### config.mk
export PLATFORM = sky130hd
export DESIGN_NAME = pe_accumulator
export DESIGN_NICKNAME = d
export VERILOG_FILES = /design/src/rtl/pe_accumulator.sv
export SDC_FILE = /design/constraint.sdc
export NUM_CORES = 1
export LEC_CHECK = 0
export ABC_AREA = 1
export CAP_MARGIN = 20
export CORE_ASPECT_RATIO = 0.5
export CORE_MARGIN = 4
export CORE_UTILIZATION = 49
export CTS_CLUSTER_DIAMETER = 60
export DETAILED_ROUTE_END_ITERATION = 8
export PLACE_DENSITY = 0.81
export SLEW_MARGIN = 15
export SYNTH_ARGS = -nofsm -noshare
export SYNTH_HDL_FRONTEND = slang
export SYNTH_SLANG_ARGS = --single-unit
export TNS_END_PERCENT = 30
### constraint.sdc
create_clock -name clk -period 2.35 [get_ports clk]
set_clock_uncertainty 0.2 [all_clocks]
set_input_delay 0.47 -clock clk [delete_from_list [all_inputs] [get_ports clk]]
set_output_delay 0.47 -clock clk [all_outputs]
set_load 0.02 [all_outputs]
### src/rtl/pe_accumulator.sv
// -----------------------------------------------------------------------------
// pe_accumulator
//
// Output and accumulation stage of the processing element. It sits directly
// after the adder tree and holds the running two's-complement accumulator,
// which is fed back to the tree through acc_out. It accepts one tree result
// per input handshake for a programmed number of terms. It then presents the
// final sum in sign-magnitude form through an output handshake.
//
// Handshakes: a transfer happens on a rising edge where valid && ready are
// both high. A producer holds its payload stable while valid=1 and ready=0.
// This block drives in_ready only from its state, and it holds out_valid,
// out_mag and out_sign stable until out_ready is seen.
//
// Ports:
//   clk        clock, rising edge
//   rst_n      synchronous active-low reset
//   start      request to begin a new accumulation (honoured only in IDLE)
//   len        number of terms, sampled with start
//   in_valid   tree_sum holds a valid term
//   in_ready   block accepts tree_sum this cycle (high in ACCUM)
//   tree_sum   adder tree result, computed from acc_out
//   acc_out    registered accumulator, feeds the adder tree
//   out_valid  result is presented (high in DONE)
//   out_ready  consumer takes the result
//   out_mag    unsigned magnitude of the result
//   out_sign   sign of the result, 1 = negative
//   busy       block is not in IDLE
// -----------------------------------------------------------------------------
module pe_accumulator #(
    parameter int ACC_W = 66,
    parameter int CNT_W = 8
) (
    input  logic             clk,
    input  logic             rst_n,
    input  logic             start,
    input  logic [CNT_W-1:0] len,
    input  logic             in_valid,
    output logic             in_ready,
    input  logic [ACC_W-1:0] tree_sum,
    output logic [ACC_W-1:0] acc_out,
    output logic             out_valid,
    input  logic             out_ready,
    output logic [ACC_W-1:0] out_mag,
    output logic             out_sign,
    output logic             busy
);

    localparam logic [1:0] S_IDLE  = 2'd0;
    localparam logic [1:0] S_ACCUM = 2'd1;
    localparam logic [1:0] S_DONE  = 2'd2;

    logic [1:0]       state;
    logic [ACC_W-1:0] acc;
    logic [ACC_W-1:0] res;
    logic [CNT_W-1:0] cnt;

    logic accept;
    logic last_term;
    logic out_fire;

    assign in_ready  = (state == S_ACCUM);
    assign out_valid = (state == S_DONE);
    assign busy      = (state != S_IDLE);

    assign accept    = in_valid && in_ready;
    assign last_term = accept && (cnt == CNT_W'(1));
    assign out_fire  = out_valid && out_ready;

    always_ff @(posedge clk) begin
        if (!rst_n) begin
            state <= S_IDLE;
            acc   <= '0;
            res   <= '0;
            cnt   <= '0;
        end else begin
            case (state)
                S_IDLE: begin
                    if (start) begin
                        // The result register is cleared as well, so a
                        // zero-length run presents exactly zero.
                        acc <= '0;
                        res <= '0;
                        if (len == '0) begin
                            state <= S_DONE;
                        end else begin
                            cnt   <= len;
                            state <= S_ACCUM;
                        end
                    end
                end
                S_ACCUM: begin
                    if (accept) begin
                        acc <= tree_sum;
                        cnt <= cnt - CNT_W'(1);
                        if (last_term) begin
                            res   <= tree_sum;
                            state <= S_DONE;
                        end
                    end
                end
                S_DONE: begin
                    // acc keeps the final sum after the handshake, so
                    // acc_out shows it until the next start.
                    if (out_fire) begin
                        state <= S_IDLE;
                    end
                end
                default: begin
                    state <= S_IDLE;
                end
            endcase
        end
    end

    assign acc_out  = acc;
    assign out_sign = res[ACC_W-1];
    // For the most negative value, negation wraps back to 100...0. That
    // pattern is the correct unsigned magnitude 2^(ACC_W-1).
    assign out_mag  = out_sign ? (~res + ACC_W'(1)) : res;

endmodule
After elaboration in Yosys (flattened, before gate mapping). Cells that the tools add are included.

Flip-flop bits (word level): 142. Output and inout port bits: 136.

Bitwise gates (word level): 1. Reduce and logical (&&, ||, !) cells: 11. Eq/ne operators: 8. Muxes and demuxes: 17. $add $sub $neg: 2.

Operator list (count): 66-bit 2-to-1 mux (5); 66-bit one-hot mux with 2 select lines (2); 66-bit by 1-bit adder with 66-bit output, second input constant (1); 66-bit inverter (1); 8-bit 2-to-1 mux (3); 8-bit one-hot mux with 2 select lines (1); 4-bit AND reduction (3); 2-bit 2-to-1 mux (5); 8-bit by 1-bit == test with 1-bit output, second input constant (1); 8-bit logical NOT (1); 8-bit by 1-bit subtractor with 8-bit output, second input constant (1); 2-bit by 1-bit != test with 1-bit output, second input constant (3); 2-bit one-hot mux with 3 select lines (1); 2-bit != test, second input constant (2); 2-bit nonzero test (2); 1-bit logical AND (3); 3-bit AND reduction (1); 2-bit by 1-bit == test with 1-bit output, second input constant (1); 2-bit == test, second input constant (1); 2-bit logical NOT (1).

Logic depth before layout (Yosys ltp).
Word-level depth: 6. Gate-level depth with buffers: 11.

Least setup slack after synthesis. OpenSTA, ideal clock, no wires.

Path type: register -> output. From: reg res[0]. To: out out_mag[42]. Buffers on the path: 0. Setup slack: 72 ps. Arrival: 1608 ps. Stages on the path, launching flop included: 11. Cell sequence: dfxtp_1 > inv_1 > ha_1 > nand2_1 > nor2_2 > nand2_1 > o21ai_2 > nand2_1 > nand2_1 > inv_1 > nor2_1.

Longest elaborated chain between the ends: 3.

Ends and longest elaborated chain: start: declaration (RTL line 55) `logic [ACC_W-1:0] res;`; start signal: assignment (RTL line 97) `res <= tree_sum;`; 66-bit inverter (RTL line 120) `assign out_mag = out_sign ? (~res + ACC_W'(1)) : res;`; 66-bit by 1-bit adder with 66-bit output (RTL line 120); 66-bit 2-to-1 mux (RTL line 120); end: declaration (RTL line 44) `output logic [ACC_W-1:0] out_mag,`.

Every way passes these cells.

Worst setup path in the final report.
From: reg res[24]. To: out out_mag[41].

The elaborated chain is that of the path after synthesis.

==> results.json <==
{
  "clockPowerShare_pct": 13.5,
  "htree_levels": 4,
  "power-per-cell-area_mw_per_mm2": 1494,
  "maxCapViolCount": 0,
  "core-area_sq_mm": 0.01562,
  "dieArea_sq_mm": 0.01840,
  "endpoint_kind": "output port",
  "drive_above_1_share_pct": 32.70,
  "slew_violations": 0,
  "syn_to_final_growth_pct": 68.53,
  "overflow": 0,
  "p_sw_mw": 9.667,
  "cp-start-kind": "flop",
  "insertion_delay_ns": 0.44,
  "avgSynthCellArea_sq_um": 6.127,
  "path_class": "reg -> out",
  "diodes": 0,
  "vdd_drop_max_mv": 0.8159,
  "fin_setup_tns_ns": -19.09,
  "yosys_warnings": 0,
  "ys_seq_elements": 142,
  "fin_crit_sh_pct": 122.6,
  "syn_area_sq_mm": 0.007929,
  "fin_ws_ns": -0.5310,
  "fin_area_sq_mm": 0.01336,
  "critPathBufInv": 2,
  "cts_tree": "built",
  "synth_xor_area_share_pct": 3.977,
  "gp_congestion": 0.9461,
  "p_sw_share_pct": 48.41,
  "grt_pass1_vias": 9679,
  "synth_adder_area_share_pct": 0.4734,
  "track_usage_pct": 32.27,
  "max_freq_mhz": 347.1,
  "hp-class": "reg -> reg",
  "cts_root_buf": "clkbuf_16",
  "cts_sinks": 142,
  "hold_violations": 0,
  "rsz0062_at_grt": "yes",
  "synthCells": 1294,
  "drt_wl_total_microns": 33910,
  "ctsLongestPathBuffers": 2,
  "first_pass_iters": 5,
  "seqPwrFrac_pct": 17.4,
  "cts.clk_slew.worst_paths_ns": 0.06,
  "crit_chain": "nor2_2, nand2_2, nor2_2, nand2_2, nor2_4, buf_12, nand3b_1, nand2_1, nand2_1, nand2_1, buf_6",
  "viasPerCell": 5.495,
  "rows": 32,
  "layout_min_cycle_time_ns": 2.881,
  "antenna_found_initial": 0,
  "grt_max_degree": 62,
  "worstMarginPinSlew_ns": 0.4300,
  "synth-edff-count": 0,
  "arrival_ns": 2.21,
  "synth_top_family_by_area": "simple AND/OR/NAND/NOR gates",
  "fp.dieH_microns": 97.95,
  "cp_slowest_stage_delay_ns": 0.36,
  "io_buffers": 214,
  "synth_nets": 1376,
  "hpwlAfterDp_microns": 22140,
  "ys_seq_area_share_pct": 35.85,
  "cts_buffers": 17,
  "slowest_stage": "dfxtp_2",
  "ys_async_sr_fraction_pct": 0,
  "synth_simple_gate_area_share_pct": 36.78,
  "pwr-share-comb_pct": 69.1,
  "drc": 0,
  "pin_count": 215,
  "final_nets": 1754,
  "synth-main-ff-cell": "dfxtp_1",
  "avgRoutedWirePerCell_microns": 17.95,
  "p_leak_nw": 6.168,
  "initial_utilization_pct": 50.78,
  "synthMuxAreaShare_pct": 0,
  "p_int_mw": 10.30,
  "detailed_place.area_sq_mm": 0.01158,
  "ys_types": 33,
  "synth-compound-area-share_pct": 13.33,
  "drtAntennaViolNets": 0,
  "grt_pass1_wl_microns": 48730,
  "violations": "setup timing",
  "cp_top_family": "simple AND/OR/NAND/NOR gates",
  "post-route-util_pct": 85.58,
  "setup_viol": 62,
  "vias": 10380,
  "cp_max_fo": 7,
  "crit_top_cell": "nand2_1",
  "slew_headroom_pct": 71.33,
  "cp_data_required_time_ns": 1.68,
  "die_w_microns": 187.9,
  "status": "finished with violations",
  "drt-initial-drc-count": 804
}
-- sequential cells by signal, summed over array words and instances (netlist names) --
name	flops
acc_out	66
res	66
state	2
cnt	8
-- metrics by stage --
step	std cells	hold WS, ns	setup WS (ns)	power (mW)
floorplan	1294	0.2391	0.07161	9.017
global placement	1837	0.2469	-0.4372	14.43
detailed placement	1837	0.2522	-0.5094	14.59
CTS	1877	0.2619	-0.3482	18.12
global route	1889	0.2708	-0.5713	20.91
finish	1889	0.2568	-0.5310	19.97
-- final cells by class --
cell class / count / area (sq um)
timing repair buffer: 420 / 3822
inverter: 131 / 499.2
clock buffer: 18 / 439.2
fill: 902 / 2252
clock inverter: 14 / 132.6
tap: 204 / 255.2
sequential: 142 / 2904
multi-input combinational: 960 / 5310
-- worst reg2reg max path, cell delays in order, from the launching register on --
cell	delay [ns]
dfxtp_1	0.42
inv_1	0.10
nand2_2	0.10
inv_1	0.07
buf_4	0.17
nand2_1	0.13
nand2_4	0.20
inv_2	0.15
buf_12	0.19
nand2_1	0.12
a21oi_1	0.18
-- cells in the mapped netlist (4+ instances only) --
master      n  area (sq um)
buf_2      16         80.08
nor2_1    237         889.6
o21ai_0    40         200.2
nand4_1    15         93.84
a211oi_1   12         90.09
a21oi_1   117         585.6
xnor2_1    18         157.7
nor3_1      5         25.02
nand2_1   411          1543
nor2_2      4         25.02
buf_1       6         22.52
xor2_1     18         157.7
inv_1     129         484.2
nand3_1    49         245.2
dfxtp_1   142          2843
a211oi_2    8         100.1
clkbuf_1   35         131.4
nand3b_1    8         60.06
-- cells in the final DEF (no fill, tap or decap), types with 3 or more instances in the layout --
| cell type | instances |
|---|---|
| xnor2_2 | 7 |
| nand2_1 | 331 |
| nor2_4 | 52 |
| xor2_1 | 15 |
| buf_6 | 39 |
| a21oi_1 | 116 |
| nand4_1 | 15 |
| inv_2 | 7 |
| clkinvlp_4 | 3 |
| a211oi_1 | 12 |
| xnor2_1 | 11 |
| nor2_2 | 31 |
| inv_1 | 121 |
| o21ai_2 | 3 |
| nor3_1 | 4 |
| buf_12 | 13 |
| clkdlybuf4s50_1 | 146 |
| clkbuf_16 | 17 |
| dfxtp_1 | 113 |
| inv_6 | 4 |
| a211oi_2 | 8 |
| dfxtp_4 | 10 |
| nand3b_1 | 8 |
| nand3_1 | 32 |
| nand2_2 | 67 |
| dfxtp_2 | 19 |
| nor2_1 | 159 |
| nand2_4 | 15 |
| nand3_2 | 12 |
| inv_4 | 3 |
| buf_4 | 210 |
| nand3_4 | 5 |
| buf_2 | 7 |
| o21ai_0 | 38 |
| clkinv_4 | 4 |
-- power groups by stage --
| stage | clock (mW) | sequential (mW) | combinational (mW) |
|---|---|---|---|
| after global placement | 0 | 3.30 | 11.1 |
| final | 2.70 | 3.47 | 13.8 |
| after global routing | 2.82 | 3.52 | 14.6 |
| after floorplan | 0 | 3.42 | 5.60 |
| after detailed placement | 0 | 3.31 | 11.3 |
| after CTS | 2.69 | 3.36 | 12.1 |
-- layer usage --
metal	up-vias	routed length [microns]	track usage (%)
li1	4817	-	-
met2	590	15830	54.40
met5	-	0	0
met1	4844	13930	43.22
met3	129	2910	4.893
met4	0	1244	9.639
-- logic make-up (layout without fill, tap and decap cells) --
logic type      Yosys count  in the layout
fa+ha+maj                 3              3
flops                   142            142
xor+xnor                 36             36
buf+inv                 192            583
simple gates            733            733
compound gates          188            188
-- path summary, 6_finish.rpt --
| kind | from | endpoint | slack, ns | cells after the start |
|---|---|---|---|---|
| worst max-delay path | res[24] | out_mag[41] | -0.53 | 11 |
| worst min-delay path | acc_out[36] | acc_out[36] | 0.26 | 2 |
| worst max register to register | state[1] | res[44] | 0.24 | 10 |
| worst min register to register | acc_out[36] | acc_out[36] | 0.26 | 2 |
-- what timing repair did --
action                                 CTS  global route
pin swaps                               51            65
setup buffers                            8            12
gates resized for setup                457           168
hold buffers                             0             0
endpoints found under the hold margin    0             0
setup endpoints to repair               67            64
Power figures use the tool's default switching activity.
